### config.mk
export PLATFORM = sky130hd
export DESIGN_NAME = lsq_inorder_param
export DESIGN_NICKNAME = d
export VERILOG_FILES = /design/src/rtl/lsq_inorder_param.sv
export SDC_FILE = /design/constraint.sdc
export NUM_CORES = 1
export LEC_CHECK = 0
export CAP_MARGIN = 20
export CORE_ASPECT_RATIO = 0.5
export CORE_UTILIZATION = 25
export DETAILED_ROUTE_END_ITERATION = 10
export GPL_ROUTABILITY_DRIVEN = 0
export GPL_TIMING_DRIVEN = 0
export PLACE_DENSITY = 0.52
export SETUP_SLACK_MARGIN = 0.5
export SYNTH_ARGS = -nofsm -noshare
export SYNTH_HDL_FRONTEND = slang
export SYNTH_SLANG_ARGS = --single-unit
### constraint.sdc
create_clock -name clk -period 4.3 [get_ports clk]
set_input_delay 0.645 -clock clk [delete_from_list [all_inputs] [get_ports clk]]
set_output_delay 0.645 -clock clk [all_outputs]
set_load 0.01 [all_outputs]
### src/rtl/lsq_inorder_param.sv
// rtl/lsq_inorder_param.sv - program-ordered load/store queue with CDB wakeup and head-only memory issue
// Circular FIFO of memory ops; one outstanding memory access at a time, always from the head.
module lsq_inorder_param #(
  parameter int DEPTH  = 8,
  parameter int TAG_W  = 5,
  parameter int DATA_W = 32,
  parameter int ADDR_W = 32
) (
  input  logic              clk,
  input  logic              rst_n,
  input  logic              issue_en,
  input  logic              issue_store,
  input  logic [TAG_W-1:0]  issue_rob_tag,
  input  logic              issue_addr_rdy,
  input  logic [TAG_W-1:0]  issue_addr_tag,
  input  logic [ADDR_W-1:0] issue_addr_val,
  input  logic              issue_data_rdy,
  input  logic [TAG_W-1:0]  issue_data_tag,
  input  logic [DATA_W-1:0] issue_data_val,
  input  logic              cdb_valid,
  input  logic [TAG_W-1:0]  cdb_tag,
  input  logic [DATA_W-1:0] cdb_data,
  input  logic              flush,
  output logic              mem_req,
  output logic              mem_we,
  output logic [ADDR_W-1:0] mem_addr,
  output logic [DATA_W-1:0] mem_data,
  input  logic              mem_ack,
  input  logic [DATA_W-1:0] mem_read_val,
  output logic              lsu_done,
  output logic [TAG_W-1:0]  lsu_tag,
  output logic [DATA_W-1:0] lsu_val,
  output logic              lsq_full,
  output logic              lsq_empty
);

  localparam int PW = $clog2(DEPTH);
  localparam int CW = PW + 1;
  localparam logic [TAG_W-1:0] TAG_NONE = '1;

  typedef enum logic [1:0] {S_IDLE, S_WAIT_ACK, S_DRAIN} state_t;

  state_t            state_q;
  logic [PW-1:0]     head_q, head_d, tail_q, tail_d;
  logic [CW-1:0]     count_q, count_d;

  logic [DEPTH-1:0]  vld_q, st_q, ardy_q, drdy_q;
  logic [TAG_W-1:0]  rtag_q [DEPTH];
  logic [TAG_W-1:0]  atag_q [DEPTH];
  logic [TAG_W-1:0]  dtag_q [DEPTH];
  logic [ADDR_W-1:0] addr_q [DEPTH];
  logic [DATA_W-1:0] data_q [DEPTH];

  logic              alloc, pop, head_elig;
  logic              new_ardy, new_drdy;
  logic [ADDR_W-1:0] new_addr;
  logic [DATA_W-1:0] new_data;

  // The NONE tag marks "no producer" and must never be woken by a broadcast.
  function automatic logic cdb_match(input logic [TAG_W-1:0] t);
    return cdb_valid && (t == cdb_tag) && (t != TAG_NONE);
  endfunction

  assign lsq_full  = (count_q == CW'(DEPTH)) || (state_q == S_DRAIN);
  assign lsq_empty = (count_q == '0);

  assign alloc     = issue_en && !lsq_full && !flush;
  assign pop       = (state_q == S_WAIT_ACK) && mem_ack && !flush;
  assign head_elig = vld_q[head_q] && ardy_q[head_q] && (!st_q[head_q] || drdy_q[head_q]);

  assign new_ardy  = issue_addr_rdy || cdb_match(issue_addr_tag);
  assign new_addr  = issue_addr_rdy ? issue_addr_val : ADDR_W'(cdb_data);
  assign new_drdy  = issue_data_rdy || cdb_match(issue_data_tag);
  assign new_data  = issue_data_rdy ? issue_data_val : cdb_data;

  always_comb begin
    head_d  = head_q;
    tail_d  = tail_q;
    count_d = count_q;
    if (flush) begin
      head_d  = '0;
      tail_d  = '0;
      count_d = '0;
    end else begin
      if (alloc) tail_d = tail_q + PW'(1);
      if (pop)   head_d = head_q + PW'(1);
      count_d = count_q + CW'(alloc) - CW'(pop);
    end
  end

  always_ff @(posedge clk) begin
    if (!rst_n) begin
      state_q  <= S_IDLE;
      head_q   <= '0;
      tail_q   <= '0;
      count_q  <= '0;
      vld_q    <= '0;
      st_q     <= '0;
      ardy_q   <= '0;
      drdy_q   <= '0;
      mem_req  <= 1'b0;
      mem_we   <= 1'b0;
      mem_addr <= '0;
      mem_data <= '0;
      lsu_done <= 1'b0;
      lsu_tag  <= '0;
      lsu_val  <= '0;
      for (int i = 0; i < DEPTH; i++) begin
        rtag_q[i] <= '0;
        atag_q[i] <= '0;
        dtag_q[i] <= '0;
        addr_q[i] <= '0;
        data_q[i] <= '0;
      end
    end else begin
      head_q   <= head_d;
      tail_q   <= tail_d;
      count_q  <= count_d;
      lsu_done <= 1'b0;

      for (int i = 0; i < DEPTH; i++) begin
        if (vld_q[i] && !ardy_q[i] && cdb_match(atag_q[i])) begin
          ardy_q[i] <= 1'b1;
          addr_q[i] <= ADDR_W'(cdb_data);
        end
        if (vld_q[i] && !drdy_q[i] && cdb_match(dtag_q[i])) begin
          drdy_q[i] <= 1'b1;
          data_q[i] <= cdb_data;
        end
      end

      // The tail slot is never valid when alloc is set, so this cannot collide with wakeup.
      if (alloc) begin
        vld_q[tail_q]  <= 1'b1;
        st_q[tail_q]   <= issue_store;
        rtag_q[tail_q] <= issue_rob_tag;
        ardy_q[tail_q] <= new_ardy;
        atag_q[tail_q] <= issue_addr_tag;
        addr_q[tail_q] <= new_addr;
        drdy_q[tail_q] <= new_drdy;
        dtag_q[tail_q] <= issue_data_tag;
        data_q[tail_q] <= new_data;
      end

      case (state_q)
        S_IDLE: begin
          if (!flush && head_elig) begin
            mem_req  <= 1'b1;
            mem_we   <= st_q[head_q];
            mem_addr <= addr_q[head_q];
            mem_data <= st_q[head_q] ? data_q[head_q] : '0;
            state_q  <= S_WAIT_ACK;
          end
        end
        S_WAIT_ACK: begin
          if (mem_ack) begin
            mem_req <= 1'b0;
            state_q <= S_IDLE;
            if (!flush) begin
              lsu_done      <= 1'b1;
              lsu_tag       <= rtag_q[head_q];
              lsu_val       <= st_q[head_q] ? '0 : mem_read_val;
              vld_q[head_q] <= 1'b0;
            end
          end else if (flush) begin
            state_q <= S_DRAIN;
          end
        end
        S_DRAIN: begin
          // The flushed request is still owned by memory; retire it silently.
          if (mem_ack) begin
            mem_req <= 1'b0;
            state_q <= S_IDLE;
          end
        end
        default: state_q <= S_IDLE;
      endcase

      if (flush) vld_q <= '0;
    end
  end

endmodule

==> impl_metrics.env, run 1 <==
export IMPL_cp_top_family="buffers and inverters"
export IMPL_r2r_cells=9
export IMPL_synth_mux_area_fraction_pct=12.8
export IMPL_outcome="complete, no violations"
export IMPL_grt_pass1_wl_mm=206
export IMPL_r2r_start="state_q[0]"
export IMPL_place_inst=4995
export IMPL_grt_setup_unrepaired="no"
export IMPL_area_growth_syn_to_layout_pct=23.0
export IMPL_maxCapViolCount=0
export IMPL_yosysSeqAreaShare_pct=59.3
export IMPL_syn_area_per_cell_sq_um=13.5
export IMPL_final_cell_mix="edfxtp_1 (632), o2bb2ai_1 (384), clkdlybuf4s50_1 (257), a21oi_1 (211), clkbuf_1 (207)"
export IMPL_crit_slowest_cell="clkbuf_2"
export IMPL_hold_viol_final=0
export IMPL_critical_path_arrival_ns=4.18
export IMPL_die_height_microns=274
export IMPL_synth_compound_area_share_pct=15.4
export IMPL_dpl_hpwl_mm=103
export IMPL_grt_usage_pct=19.1
export IMPL_p_leak_nw=14.8
export IMPL_reg2reg_slack_ns=0.57
export IMPL_die_x_microns=547
export IMPL_clk_pin_slew_ns=0.06
export IMPL_grt_antenna_before_repair=8
export IMPL_crit_path_start="rst_n"
export IMPL_finalSetupViolations=0
export IMPL_vdd_drop_max_mv=0.313
export IMPL_row_count=99
export IMPL_cts_htree_levels=3
export IMPL_die_area_sq_mm=0.150
export IMPL_fin_crit_ns=3.77
export IMPL_fin_worst_hold_slack_ns=0.291
export IMPL_design_area_sq_mm=0.0456
export IMPL_placed_area_sq_mm=0.0426
export IMPL_drtIter0Drc=3269
export IMPL_yosysWarningCount=0
export IMPL_worst_slew_pin_slew_ns=1.25
export IMPL_syn_num_nets=2918
export IMPL_port_buffers=257
export IMPL_clockRootBuffer="clkbuf_16"
export IMPL_synthDistinctLibCells=58
export IMPL_synthArstFlopShare_pct=0
export IMPL_core_sq_mm=0.147
export IMPL_grt_start_max_net_pins=25
export IMPL_io_pins=263
export IMPL_dr_pass1_iters=6
export IMPL_cts_tree="built"
export IMPL_synthAdderAreaFrac_pct=0.459
export IMPL_crit_top_cell="clkbuf_2"
export IMPL_vias_per_cell=5.33
export IMPL_max_freq_mhz=265
export IMPL_num_vias=27543
export IMPL_crit_chain="clkdlybuf4s50_1 -> clkbuf_2 -> clkbuf_2 -> clkbuf_1 -> buf_8 -> clkbuf_2 -> nand3_2 -> buf_12"
export IMPL_layout_nets=3297
export IMPL_layout_commonest_cell="edfxtp_1"
export IMPL_wl_per_cell_microns=28.4
export IMPL_grt_ovfl_total=0
export IMPL_ys_ff_latch=783
export IMPL_min_path_type="primary input to register"
export IMPL_critical_path_max_stage_delay_ns=0.54
export IMPL_synth_top_family_by_area="compound AO/OA/AOI/OAI gates"
export IMPL_crit_required_ns=4.71
export IMPL_period_share_pct=87.7
export IMPL_clock_sinks=783
export IMPL_synth_simple_area_share_pct=6.83
export IMPL_drc_errors=0
export IMPL_cts_buffers=83
export IMPL_synth_cells=2748
export IMPL_skew_ns=0.0307
export IMPL_slew_viol_final=0
export IMPL_start_kind="primary input"
export IMPL_ys_flop_type="edfxtp_1"
export IMPL_insertion_delay_ns=0.69
export IMPL_path_buf_inv=7
export IMPL_cp_num_cells=8
export IMPL_min_delay_start="issue_store"
export IMPL_reg2reg_to="data_q[6][30]"
export IMPL_initial_core_util_pct=25.3
export IMPL_power_density_mw_per_mm2=376
export IMPL_fin_cells=5164
export IMPL_worstSetupPathType="primary input to register"
export IMPL_grt_pass1_vias=27599
export IMPL_final_antenna_net_count=0
export IMPL_endpoint_kind="register"
export IMPL_synth_xor_area_share_pct=1.72
export IMPL_clk_path_buf_depth=3
export IMPL_wl_mm=147
export IMPL_crit_fanout=24
export IMPL_relSlewSlack_pct=16.8
export IMPL_drive_gt1_share_pct=14.2
export IMPL_synth_area_sq_mm=0.0371
export IMPL_crit_end="data_q[3][21]"
export IMPL_synth_edf_count=632
-- registers in the layout (all words and copies together) (netlist names), 3 cells and up, named ones only --
signal,cells
addr_q,256
data_q,256
atag_q,40
dtag_q,40
rtag_q,40
lsu_val,32
mem_addr,32
mem_data,32
ardy_q,8
drdy_q,8
st_q,8
vld_q,8
lsu_tag,5
count_q,4
head_q,3
tail_q,3
-- kinds of logic after synthesis --
logic type	Yosys count
compound gates	801
xor+xnor	73
buf+inv	310
simple gates	481
flops	783
mux	287
fa+ha+maj	13
-- how the worst min path moves through the flow --
| stage | to | slack [ns] | depth (start not counted) |
|---|---|---|---|
| finish | st_q[3] | 0.29 | 3 |
| detailed placement | lsu_val[17] | 0.44 | 2 |
| CTS | st_q[3] | 0.26 | 3 |
| global placement | lsu_val[1] | 0.44 | 2 |
| global route | st_q[3] | 0.29 | 3 |
| floorplan | st_q[3] | 0.43 | 2 |
-- per-stage QoR --
stage	TNS, ns	total power [mW]	util [%]	worst slack (ns)
6_report	0	17.2	31.1	0.531
5_1_grt	0	17.6	31.1	0.507
3_5_place_dp	-494.85	9.97	29.1	-1.08
3_3_place_gp	-1354.03	9.92	28.7	-2.43
4_1_cts	0	17.2	31.1	0.547
2_1_floorplan	0	9.30	-	1.09
-- cell type report --
cell class / instances / area [sq um]
Inverter: 31 / 116
Clock inverter: 32 / 298
Tap cell: 1969 / 2460
Antenna cell: 2 / 5.00
Buffer: 279 / 1200
Multi-Input combinational cell: 1656 / 14000
Timing Repair Buffer: 293 / 3080
Sequential cell: 783 / 22000
Fill cell: 14643 / 101000
Clock buffer: 119 / 2410
-- worst min-delay path: stages --
cell	delay, ns
buf_2	0.15
nand2_1	0.07
nand2_1	0.04
-- Yosys cell counts, types with 14 or more instances --
master / instances / share of area (%)
nand2_1: 110 / 1.1
o21ai_1: 27 / 0.36
o21ai_0: 84 / 1.1
nor2_1: 57 / 0.58
buf_2: 59 / 0.80
edfxtp_1: 632 / 51
a21oi_1: 211 / 2.8
clkbuf_1: 194 / 2.0
nand3_1: 64 / 0.86
xnor2_1: 33 / 0.78
inv_1: 29 / 0.29
mux2_2: 33 / 1.0
and2_1: 99 / 1.7
mux4_2: 145 / 8.8
buf_1: 14 / 0.14
dfxtp_1: 151 / 8.2
a211oi_1: 51 / 1.0
nor3_1: 18 / 0.24
xor2_1: 40 / 0.94
nand4_1: 52 / 0.88
and3_1: 36 / 0.61
o2bb2ai_1: 384 / 9.1
mux2i_1: 109 / 2.9
-- metal layers --
layer	GRT usage (%)	part of all wire, %	vias to the layer above	wire, microns
met5	0	0.040	-	59
met4	7.49	4.3	10	6270
met3	3.77	8.5	320	12400
met2	31.1	46	1438	67800
met1	25.1	41	14083	60000
li1	-	-	11692	-
-- where the power goes --
group	internal [mW]	leakage (nW)	total, mW	switching [mW]
clock network	4.15	1.32	7.32	3.18
logic	0.424	5.84	1.26	0.840
registers	8.48	7.66	8.57	0.0907
-- timing repair --
action / CTS / global route
resized for setup: 36 / 9
cloned: 1 / 0
pin swaps: 7 / 1
hold buffers: 0 / 0
setup buffers: 13 / 0
endpoints found under the setup margin: 853 / 153
Note: power is estimated with default switching activity, not from simulation.
==> run 2, diff against run 1 <==
PLACE_DENSITY = default   (was 0.52)
==> run 2 against run 1 <==
Against the previous run: clock skew is 0.0030 ns lower; utilization is 0.13 points lower; cell count hardly changed; global-route usage is 1.2 points lower; routed wire length is 4.9% lower; sequential power hardly changed; critical path type unchanged; critical endpoint is now addr_q[3][5]; largest power group unchanged.
==> impl_metrics.env, run 2 (synthesis results as in run 1) <==
export IMPL_grt_usage_pct=18.0
export IMPL_clock_sinks=783
export IMPL_grt_antenna_before_repair=8
export IMPL_min_path_type="primary input to register"
export IMPL_drc_errors=0
export IMPL_start_kind="primary input"
export IMPL_crit_chain="clkdlybuf4s50_1 -> buf_2 -> buf_1 -> nand2_1 -> a41oi_1 -> o2111ai_1 -> nor2_1 -> clkbuf_1 -> o2bb2ai_1"
export IMPL_met2WireLength_mm=65.7
export IMPL_io_pins=263
export IMPL_maxCapViolCount=0
export IMPL_power_mw=16.8
export IMPL_fin_crit_ns=3.74
export IMPL_outcome="complete, no violations"
export IMPL_top_layer="met5"
export IMPL_crit_slowest_cell="clkbuf_1"
export IMPL_hold_viol_final=0
export IMPL_layout_commonest_cell="edfxtp_1"
export IMPL_die_area_sq_mm=0.150
export IMPL_critical_path_arrival_ns=4.22
export IMPL_endpoint_kind="register"
export IMPL_drtIter0Drc=3643
export IMPL_clk_pin_slew_ns=0.06
export IMPL_dr_pass1_iters=6
export IMPL_wl_met1_mm=53.7
export IMPL_cts_tree="built"
export IMPL_dpl_hpwl_mm=98.6
export IMPL_wl_per_cell_microns=27.0
export IMPL_core_sq_mm=0.147
export IMPL_finalSetupViolations=0
export IMPL_place_inst=4993
export IMPL_max_freq_mhz=268
export IMPL_row_count=99
export IMPL_period_share_pct=86.9
export IMPL_grt_start_max_net_pins=24
export IMPL_cp_top_family="buffers and inverters"
export IMPL_worst_slew_pin_slew_ns=1.21
export IMPL_vias_per_cell=5.43
export IMPL_worstSetupPathType="primary input to register"
export IMPL_cts_buffers=82
export IMPL_p_leak_nw=14.7
export IMPL_initial_core_util_pct=25.3
export IMPL_grt_ovfl_total=0
export IMPL_relSlewSlack_pct=18.8
export IMPL_multi_input_area_sq_mm=0.0140
export IMPL_grt_pass1_wl_mm=196
export IMPL_clockRootBuffer="clkbuf_16"
export IMPL_fin_worst_hold_slack_ns=0.290
export IMPL_crit_required_ns=4.78
export IMPL_layout_nets=3290
export IMPL_die_x_microns=547
export IMPL_final_antenna_net_count=0
export IMPL_clk_path_buf_depth=3
export IMPL_wl_mm=139
export IMPL_final_cell_mix="edfxtp_1 (632), o2bb2ai_1 (384), clkdlybuf4s50_1 (257), clkbuf_1 (211), a21oi_1 (211)"
export IMPL_fin_util_pct=31.0
export IMPL_grt_setup_unrepaired="no"
export IMPL_reg_top3="addr_q (256), data_q (256)"
export IMPL_num_vias=28003
export IMPL_path_buf_inv=4
export IMPL_slew_viol_final=0
export IMPL_insertion_delay_ns=0.66
export IMPL_port_buffers=257
export IMPL_crit_fanout=10
export IMPL_vdd_drop_max_mv=0.284
export IMPL_critical_path_max_stage_delay_ns=0.77
export IMPL_cts_htree_levels=3
export IMPL_drive_gt1_share_pct=13.9
export IMPL_fill_cells=14548
export IMPL_wl_met3_mm=12.7
export IMPL_grt_pass1_vias=27845
export IMPL_skew_ns=0.0277
export IMPL_die_height_microns=274
export IMPL_ff_latch_area_sq_mm=0.0220
export IMPL_power_density_mw_per_mm2=370
export IMPL_area_growth_syn_to_layout_pct=22.4
export IMPL_fin_cells=5161
[run 2: final timing paths]
check,to,cells past startpoint,slack [ns],from
min reg2reg,mem_data[24],2,0.45,mem_data[24]
min,st_q[3],3,0.29,issue_store
max reg2reg,addr_q[3][5],8,0.57,state_q[0]
max,addr_q[3][5],9,0.56,cdb_tag[4]
[run 2: area by class of cell]
| type | count | area share, % |
|---|---|---|
| tap | 1969 | 5.43 |
| sequential | 783 | 48.5 |
| clock buffer | 116 | 5.02 |
| timing repair buffer | 288 | 6.77 |
| antenna | 5 | 0.0276 |
| buffer | 279 | 2.61 |
| inverter | 31 | 0.256 |
| clock inverter | 35 | 0.568 |
| multi-input combinational | 1655 | 30.9 |
[run 2: repair_timing]
item	CTS	global route
buffers inserted	2	7
hold buffers	0	0
endpoints found under the setup margin	836	514
pin swaps	1	6
gates resized for setup	26	16
[run 2: worst reg2reg max path, stage by stage (launching register included)]
cell and delay [ns]:
dfxtp_1 0.38, inv_1 0.08, ha_1 0.23, nor3b_1 0.63
nand4_1 0.57, nand2_4 0.53, nor2_1 0.24, clkbuf_1 0.48
o2bb2ai_1 0.29
[run 2: routing by layer]
layer	GRT usage, %	up-vias
met5	0	-
met4	9.58	8
met3	3.76	400
met2	29.7	1689
met1	22.2	14232
li1	-	11674
[run 2: where the power goes]
group / switching [mW] / total, mW / internal (mW)
combinational: 0.822 / 1.25 / 0.427
sequential: 0.0915 / 8.57 / 8.48
clock: 3.14 / 6.97 / 3.83
[run 2: stage by stage]
step / cell area [sq um] / TNS (ns) / setup WS (ns)
after floorplan: 37100 / 0 / 1.09
after global placement: 42100 / -1107.57 / -2.06
after detailed placement: 42600 / -479.15 / -0.951
after CTS: 45300 / 0 / 0.255
after global routing: 45400 / 0 / 0.510
final: 45400 / 0 / 0.565
